### src/rtl/ahfp_pkg.sv
// Shared constants and types for the ahfp single-precision add/sub datapath.
package ahfp_pkg;

  localparam int EXP_BIAS = 127;
  localparam int EXP_MAX  = 255;

  localparam logic [31:0] INF_POS = 32'h7F800000;
  localparam logic [31:0] ZERO    = 32'h00000000;

  localparam int FLG_OVF  = 2;
  localparam int FLG_UNF  = 1;
  localparam int FLG_ZERO = 0;

  // Wide enough for in_e + 47 - 46 plus a rounding carry, and for negative underflow values.
  typedef logic signed [9:0] exp_t;

endpackage

### src/rtl/ahfp_norm_round_if.sv
// Operand/result bundle between the align-and-subtract stage and the normalise/round/pack stage.
interface ahfp_norm_round_if #(
  parameter int IN_MW = 48
);

  // start is accepted only on cycles where clk_en=1; there is no ready, every accepted
  // start yields exactly one done pulse a fixed number of enabled cycles later.
  // clk_en=0 freezes the whole pipeline including done/result/flags.
  logic             clk_en;
  logic             start;
  logic             in_s;
  logic [7:0]       in_e;
  logic [IN_MW-1:0] in_m;
  logic             done;
  logic [31:0]      result;
  logic [2:0]       flags;

  modport master (
    output clk_en, start, in_s, in_e, in_m,
    input  done, result, flags
  );

  modport slave (
    input  clk_en, start, in_s, in_e, in_m,
    output done, result, flags
  );

endinterface

### src/rtl/ahfp_lzd48.sv
// 48-bit leading-one detector: p is the index of the highest set bit, nz flags a non-zero input.
module ahfp_lzd48 (
  input  logic [47:0] a,
  output logic [5:0]  p,
  output logic        nz
);

  always_comb begin
    p = '0;
    for (int i = 0; i < 48; i++) begin
      if (a[i]) p = 6'(i);
    end
  end

  assign nz = |a;

endmodule

### src/rtl/ahfp_norm_round.sv
// Three-stage normalise/round/pack for ahfp add/sub; latency 3 enabled cycles, 1 op/cycle.
// Define AHFP_RNE_EN for round-to-nearest-even; otherwise results are truncated.
module ahfp_norm_round
  import ahfp_pkg::*;
#(
  parameter int IN_MW      = 48,
  parameter int HIDDEN_POS = 46
) (
  input  logic              clk,
  input  logic              reset,
  ahfp_norm_round_if.slave  bus
);

  localparam int FW = 23;

  logic             v1, s1;
  logic [7:0]       e1;
  logic [IN_MW-1:0] m1;

  always_ff @(posedge clk) begin
    if (reset) begin
      v1 <= 1'b0;
      s1 <= 1'b0;
      e1 <= '0;
      m1 <= '0;
    end else if (bus.clk_en) begin
      v1 <= bus.start;
      s1 <= bus.in_s;
      e1 <= bus.in_e;
      m1 <= bus.in_m;
    end
  end

  logic [5:0] p1;
  logic       nz1;

  ahfp_lzd48 u_lzd (
    .a  (m1),
    .p  (p1),
    .nz (nz1)
  );

  logic [5:0]    sh;
  exp_t          e_calc;
  logic [FW-1:0] frac_calc;
`ifdef AHFP_RNE_EN
  logic [IN_MW-2:0] m_n;
  logic             guard_calc, sticky_calc;
`endif

  // The leading one lands on bit IN_MW-1 and is dropped; fraction sits directly below it.
  always_comb begin
    sh     = 6'(IN_MW - 1) - p1;
    e_calc = exp_t'({2'b00, e1}) + exp_t'({4'b0000, p1}) - exp_t'(HIDDEN_POS);
`ifdef AHFP_RNE_EN
    m_n         = (IN_MW-1)'(m1 << sh);
    frac_calc   = m_n[IN_MW-2 -: FW];
    guard_calc  = m_n[IN_MW-2-FW];
    sticky_calc = |m_n[IN_MW-3-FW:0];
`else
    frac_calc   = FW'((m1 << sh) >> (IN_MW - 1 - FW));
`endif
  end

  logic          v2, s2, nz2;
  exp_t          e2;
  logic [FW-1:0] frac2;
`ifdef AHFP_RNE_EN
  logic          guard2, sticky2;
`endif

  always_ff @(posedge clk) begin
    if (reset) begin
      v2      <= 1'b0;
      s2      <= 1'b0;
      nz2     <= 1'b0;
      e2      <= '0;
      frac2   <= '0;
`ifdef AHFP_RNE_EN
      guard2  <= 1'b0;
      sticky2 <= 1'b0;
`endif
    end else if (bus.clk_en) begin
      v2      <= v1;
      s2      <= s1;
      nz2     <= nz1;
      e2      <= e_calc;
      frac2   <= frac_calc;
`ifdef AHFP_RNE_EN
      guard2  <= guard_calc;
      sticky2 <= sticky_calc;
`endif
    end
  end

  logic          inc;
  logic [FW:0]   sum;
  exp_t          e_r;
  logic [FW-1:0] f_r;
  logic [31:0]   res_c;
  logic [2:0]    flg_c;

  // Overflow is judged after the rounding carry so 254 can round up into infinity.
  always_comb begin
`ifdef AHFP_RNE_EN
    inc = guard2 & (sticky2 | frac2[0]);
`else
    inc = 1'b0;
`endif
    sum   = {1'b0, frac2} + {{FW{1'b0}}, inc};
    e_r   = sum[FW] ? e2 + exp_t'(1) : e2;
    f_r   = sum[FW] ? '0 : sum[FW-1:0];
    res_c = ZERO;
    flg_c = '0;
    if (!nz2) begin
      flg_c[FLG_ZERO] = 1'b1;
    end else if (e_r >= exp_t'(EXP_MAX)) begin
      res_c          = {s2, INF_POS[30:0]};
      flg_c[FLG_OVF] = 1'b1;
    end else if (e_r <= exp_t'(0)) begin
      res_c          = {s2, 31'h0};
      flg_c[FLG_UNF] = 1'b1;
    end else begin
      res_c = {s2, e_r[7:0], f_r};
    end
  end

  always_ff @(posedge clk) begin
    if (reset) begin
      bus.done   <= 1'b0;
      bus.result <= ZERO;
      bus.flags  <= '0;
    end else if (bus.clk_en) begin
      bus.done   <= v2;
      bus.result <= v2 ? res_c : ZERO;
      bus.flags  <= v2 ? flg_c : 3'b000;
    end
  end

endmodule
### src/flat_wrapper.sv
// flat-port wrapper written by rule: the top's interface ports become plain ports
module ahfp_norm_round_flat import ahfp_pkg::*;
#(
  parameter int IN_MW      = 48,
  parameter int HIDDEN_POS = 46
)
  (clk, reset, bus_clk_en, bus_start, bus_in_s, bus_in_e, bus_in_m, bus_done, bus_result, bus_flags);
  ahfp_norm_round_if #(.IN_MW(IN_MW)) bus_i ();
  input  logic clk;
  input  logic reset;
  input wire logic [$bits(bus_i.clk_en)-1:0] bus_clk_en;
  input wire logic [$bits(bus_i.start)-1:0] bus_start;
  input wire logic [$bits(bus_i.in_s)-1:0] bus_in_s;
  input wire logic [$bits(bus_i.in_e)-1:0] bus_in_e;
  input wire logic [$bits(bus_i.in_m)-1:0] bus_in_m;
  output wire logic [$bits(bus_i.done)-1:0] bus_done;
  output wire logic [$bits(bus_i.result)-1:0] bus_result;
  output wire logic [$bits(bus_i.flags)-1:0] bus_flags;
  assign bus_i.clk_en = bus_clk_en;
  assign bus_i.start = bus_start;
  assign bus_i.in_s = bus_in_s;
  assign bus_i.in_e = bus_in_e;
  assign bus_i.in_m = bus_in_m;
  assign bus_done = bus_i.done;
  assign bus_result = bus_i.result;
  assign bus_flags = bus_i.flags;
  ahfp_norm_round #(.IN_MW(IN_MW), .HIDDEN_POS(HIDDEN_POS)) u_core (.clk(clk), .reset(reset), .bus(bus_i));
endmodule
### config.mk
export PLATFORM = sky130hd
export DESIGN_NAME = ahfp_norm_round_flat
export DESIGN_NICKNAME = d
export VERILOG_FILES = /design/src/rtl/ahfp_pkg.sv /design/src/rtl/ahfp_norm_round_if.sv /design/src/rtl/ahfp_lzd48.sv /design/src/rtl/ahfp_norm_round.sv /design/src/flat_wrapper.sv
export SDC_FILE = /design/constraint.sdc
export NUM_CORES = 1
export LEC_CHECK = 0
export ABC_AREA = 0
export CAP_MARGIN = 15
export CORE_MARGIN = 2
export CORE_UTILIZATION = 57
export DETAILED_ROUTE_END_ITERATION = 6
export GPL_TIMING_DRIVEN = 0
export PLACE_DENSITY = 0.93
export SLEW_MARGIN = 20
export SYNTH_ARGS = -nofsm -noshare
export SYNTH_HDL_FRONTEND = slang
export SYNTH_SLANG_ARGS = --single-unit
### constraint.sdc
create_clock -name clk -period 4.5 [get_ports clk]
set_input_delay 0.9 -clock clk [delete_from_list [all_inputs] [get_ports clk]]
set_output_delay 0.9 -clock clk [all_outputs]
set_load 0.05 [all_outputs]
# After elaboration in Yosys (flattened, before gate mapping)
# Cells that the tools add are included.
# op_classes
n_addsub	3
multipliers	0
div	0
n_lt_le_gt_ge	2
eq_ne	0
n_shift	1
muxes	57
bitwise_logic	0
reduce_logical	1
# op_table
op	n
2-to-1 mux 6 bit	46
2-to-1 mux 32 bit	2
2-to-1 mux 31 bit	2
OR reduction 48 bit	1
<< shifter 48 x 6 -> 47 bit	1
greater-or-equal comparator 10 x 9 -> 1 bit (second input constant)	1
<= comparator 10 x 1 -> 1 bit (second input constant)	1
subtractor 10 x 7 -> 10 bit (second input constant)	1
adder 8 x 6 -> 9 bit	1
subtractor 6 bit (first input constant)	1
2-to-1 mux 1 bit	5
2-to-1 mux 3 bit	1
2-to-1 mux 2 bit	1
# word_totals
ff_bits	130
latchBits	0
ram_bits	0
mem_bits_ro	0
input_bits	61
output_inout_bits	36
wordCells	76
n_memories	0

# Depth between registers and ports, before layout
# Gate-level depths: netlist (run 1).
# logic_depth
word_depth	49
ltp_mapped	22
ltp_nobuf	18

# Cells and area by module
# Synthesis (run 1) repeated with hierarchy kept, for this count alone.
# hier_totals
hier_cells	999
area_unflattened_um2	8498.2
# by_module_without_submodules
module	instances	cells_each	area_per_inst_um2	seq_area_each_um2
ahfp_norm_round	1	904	7915.1	2602.5
ahfp_lzd48	1	95	583.1	0.0

# Least setup slack after synthesis (run 1)
# OpenSTA, ideal clock, no wires.
# synth_path
path_type	flip-flop to flip-flop
start	reg u_core.m1[41]
end	reg u_core.e2[8]
setup_ns	0.086
arrival_ns	3.920
required_time_ns	4.414
slack_ns	0.495
path_stages_with_launch	19
n_path_buf	3
period_less_slack_ns	4.005
path_cell_list	dfxtp_1 > buf_2 > or4_1 > a2111o_1 > o31a_1 > inv_2 > buf_4 > buf_2 > ha_1 > a21o_1 > a21oi_1 > o21bai_1 > a21oi_1 > nor2b_1 > o21ai_0 > xor2_1 > nand2_1 > xor2_1 > a211oi_1
# synth_via
elab_chain_cells	9
# synth_rtl
item	line	text
start, declared	ahfp_norm_round.sv:18	logic [IN_MW-1:0] m1;
start signal, assigned	ahfp_norm_round.sv:30	m1 <= bus.in_m;
2-to-1 mux 6 bit (7 in series)	ahfp_lzd48.sv:11	if (a[i]) p = 6'(i);
adder 8 x 6 -> 9 bit	ahfp_norm_round.sv:54	e_calc = exp_t'({2'b00, e1}) + exp_t'({4'b0000, p1}) - exp_t'(HIDDEN_POS);
subtractor 10 x 7 -> 10 bit	ahfp_norm_round.sv:54	
end signal, assigned	ahfp_norm_round.sv:87	e2 <= e_calc;
end, declared	ahfp_norm_round.sv:66	exp_t e2;
# Every way passes these cells.
# A chain may end at the register's enable or synchronous reset.

# Final worst setup path (run 1)
# layout_path
start	reg u_core.m1[19]
end	reg u_core.e2[8]
# layout_via
elab_chain_cells	31
# layout_rtl
item	line
2-to-1 mux 6 bit (29 in series)	ahfp_lzd48.sv:11
adder 8 x 6 -> 9 bit	ahfp_norm_round.sv:54
subtractor 10 x 7 -> 10 bit	ahfp_norm_round.sv:54
# Every way passes these cells.

==> results of run 1 <==
[critical path: stages, from the launching register on]
cell	delay, ns
dfxtp_1	0.30
clkbuf_1	0.20
nor4_2	0.42
o311ai_0	0.23
a311oi_1	0.47
o31a_1	0.30
inv_2	0.11
buf_12	0.18
ha_1	0.28
a21o_1	0.18
a21oi_1	0.21
o21bai_1	0.11
a21oi_2	0.16
buf_4	0.15
xor2_2	0.25
nor2_1	0.13
nor2_1	0.12
nand2_1	0.08
xor2_1	0.18
a211oi_1	0.23
[cell type report]
cell class | instances | area [µm²]
tap | 180 | 225
timing repair buffer | 103 | 1010
inverter | 29 | 110
fill | 1039 | 3920
buffer | 64 | 338
clock inverter | 15 | 140
multi-input combinational | 786 | 5160
sequential | 130 | 2600
clock buffer | 17 | 425
[synth_stat cells (14+ instances only)]
| cell | number | area (µm²) |
|---|---|---|
| a21oi_1 | 35 | 175 |
| a22oi_1 | 32 | 240 |
| a31oi_1 | 15 | 93.8 |
| buf_1 | 17 | 63.8 |
| clkbuf_1 | 36 | 135 |
| dfxtp_1 | 130 | 2600 |
| inv_1 | 22 | 82.6 |
| mux2i_1 | 135 | 1350 |
| nand2_1 | 98 | 368 |
| nand3_1 | 25 | 125 |
| nor2_1 | 176 | 661 |
| nor3_1 | 14 | 70.1 |
| o211ai_1 | 22 | 165 |
| o21ai_0 | 26 | 130 |
| o22ai_1 | 15 | 93.8 |
[layer usage]
| metal | vias up | global-route usage [%] | wire (µm) |
|---|---|---|---|
| li1 | 3968 | - | - |
| met1 | 4285 | 52.6 | 12500 |
| met2 | 699 | 68.3 | 14700 |
| met3 | 198 | 12.6 | 3710 |
| met4 | 0 | 23.8 | 2240 |
| met5 | - | 0 | 0 |
[per-stage QoR]
step                hold WS (ns)  area, µm²
floorplan                  0.425       8150
global placement           0.445       9330
detailed placement         0.449       9330
CTS                        0.460       9920
global route               0.481      10000
finish                     0.463      10000
[flip-flops by register name, summed over array words and instances (netlist names)]
register and count:
u_core.bus.done 1, u_core.bus.flags 3, u_core.bus.result 32, u_core.e1 8
u_core.e2 10, u_core.frac2 23, u_core.m1 48, u_core.nz2 1
u_core.s1 1, u_core.s2 1, u_core.v1 1, u_core.v2 1
[cell families (layout without fill, tap and decap cells)]
logic type / count (synthesis) / count (layout) / synth area share (%)
adders and majority gates: 8 / 8 / 1.32
AOI/OAI and AO/OA: 248 / 248 / 21.9
and+or+nand+nor: 369 / 369 / 19.5
DFF: 130 / 130 / 31.9
buffers and inverters: 99 / 228 / 5.55
xor gates and xnor gates: 12 / 12 / 1.29
muxes: 149 / 149 / 18.5
[final timing paths]
check,endpoint,slack [ns]
setup / recovery,u_core.e2[8],0.11
hold / removal,u_core.frac2[16],0.46
setup reg to reg,u_core.e2[8],0.11
hold reg to reg,u_core.frac2[16],0.46
[power breakdown]
part           switching, mW  total [mW]  internal (mW)
Combinational          0.907        1.43          0.522
Clock                  0.622        1.35          0.730
Sequential             0.101        1.33           1.23
[repair_timing]
| item | 4_1_cts | 5_1_grt |
|---|---|---|
| setup buffers | 0 | 8 |
| gates resized for setup | 8 | 12 |
| pin swaps | 0 | 5 |
| setup endpoints to repair | 6 | 5 |
==> flow_summary.json, run 1 <==
{
  "synthesis.nets": 1084,
  "first_pass_iters": 7,
  "core_um2": 13900,
  "synth_cells": 1015,
  "setup_viol": 0,
  "hold_buffers": 0,
  "max_slew_margin_pct": 21.2,
  "worstSkewPairLatency_ns": 0.44,
  "initial_core_util_pct": 58.5,
  "grt_pass1_vias": 8465,
  "crit_arrival_ns": 4.74,
  "crit_fanout": 20,
  "synthesis.area_um2": 8150,
  "area_growth_pct": 22.8,
  "fin_nets": 1200,
  "status": "complete, but fails checks",
  "rows": 43,
  "track_usage_pct": 43.2,
  "numCtsBuffers": 17,
  "post-route-period-util_pct": 97.5,
  "final_common_cell": "nor2_1",
  "hold_violations": 0,
  "vias": 9150,
  "antenna_found_initial": 0,
  "io_pins": 97,
  "drtIter0Drc": 1340,
  "synthDistinctLibCells": 76,
  "overflow": 0,
  "yosys_warnings": 0,
  "viasPerCell": 6.91,
  "synth.avg_cell_area_um2": 8.03,
  "drc": 2,
  "setup_tns_ns": 0,
  "placedCellCount": 1290,
  "cts_tree": "built",
  "clock_path_buffers": 2,
  "r2r.worst_path.cells": 19,
  "min_from": "u_core.frac2[16]",
  "antenna_cells": 0,
  "ir_drop_v": 0.000342,
  "max_cap_viol_count": 0,
  "gp_congestion": 1.10,
  "layout.cells.non_filler": 1324,
  "ys_seq_area_share_pct": 31.9,
  "p_leak_nw": 3.92,
  "drv_slew": 0,
  "die-width_um": 124,
  "clock_skew_ns": 0.00975,
  "utilization_pct": 71.9,
  "power_mw": 4.11,
  "routedWlPerCell_um": 25.0,
  "clk_pin_slew_worst_paths_ns": 0.06,
  "power.density_nw_per_um2": 411,
  "synth_ff_type": "dfxtp_1",
  "startpoint": "u_core.m1[19]",
  "ys_seq_elements": 130,
  "synth_edf_count": 0,
  "root_buffer": "clkbuf_16",
  "min_path_cells": 2,
  "reg2reg_from": "u_core.m1[19]",
  "ant_nets": 0,
  "cp-end-kind": "register",
  "tightest_slew_ns": 1.18,
  "dp_slack_ns": -0.663,
  "die_area_um2": 15300,
  "grt_max_degree": 21,
  "clkSinkCount": 130,
  "period_needed_ns": 4.39,
  "violations": "DRC",
  "routed_wl_um": 33100,
  "dp_hpwl_um": 25000,
  "layout-drive-gt1-share_pct": 8.48,
  "port_buffers": 95,
  "die_h_um": 124,
  "grt_pass1_wl_um": 48700,
  "finalWorstSetupSlack_ns": 0.112,
  "required_ns": 4.85,
  "htree_levels": 4,
  "hold_path_class": "reg2reg",
  "start_kind": "register",
  "synthArstFlopShare_pct": 0,
  "max_clock_freq_ghz": 0.228,
  "final_cell_mix": "nor2_1, mux2i_1, dfxtp_1, nand2_1, clkdlybuf4s50_1",
  "crit_type": "reg2reg"
}
Note: power is estimated with default switching activity, not from simulation.
==> run 2: changes to the inputs <==
--- a/config.mk
+++ b/config.mk
@@ -6,6 +6,7 @@
 export NUM_CORES = 1
 export LEC_CHECK = 0
 export ABC_AREA = 0
+export ABC_CLOCK_PERIOD_IN_PS = 4500
 export CAP_MARGIN = 15
 export CORE_MARGIN = 2
 export CORE_UTILIZATION = 57
==> results of run 2 <==
The final DEF is identical to that of run 1; final timing and power are the same.
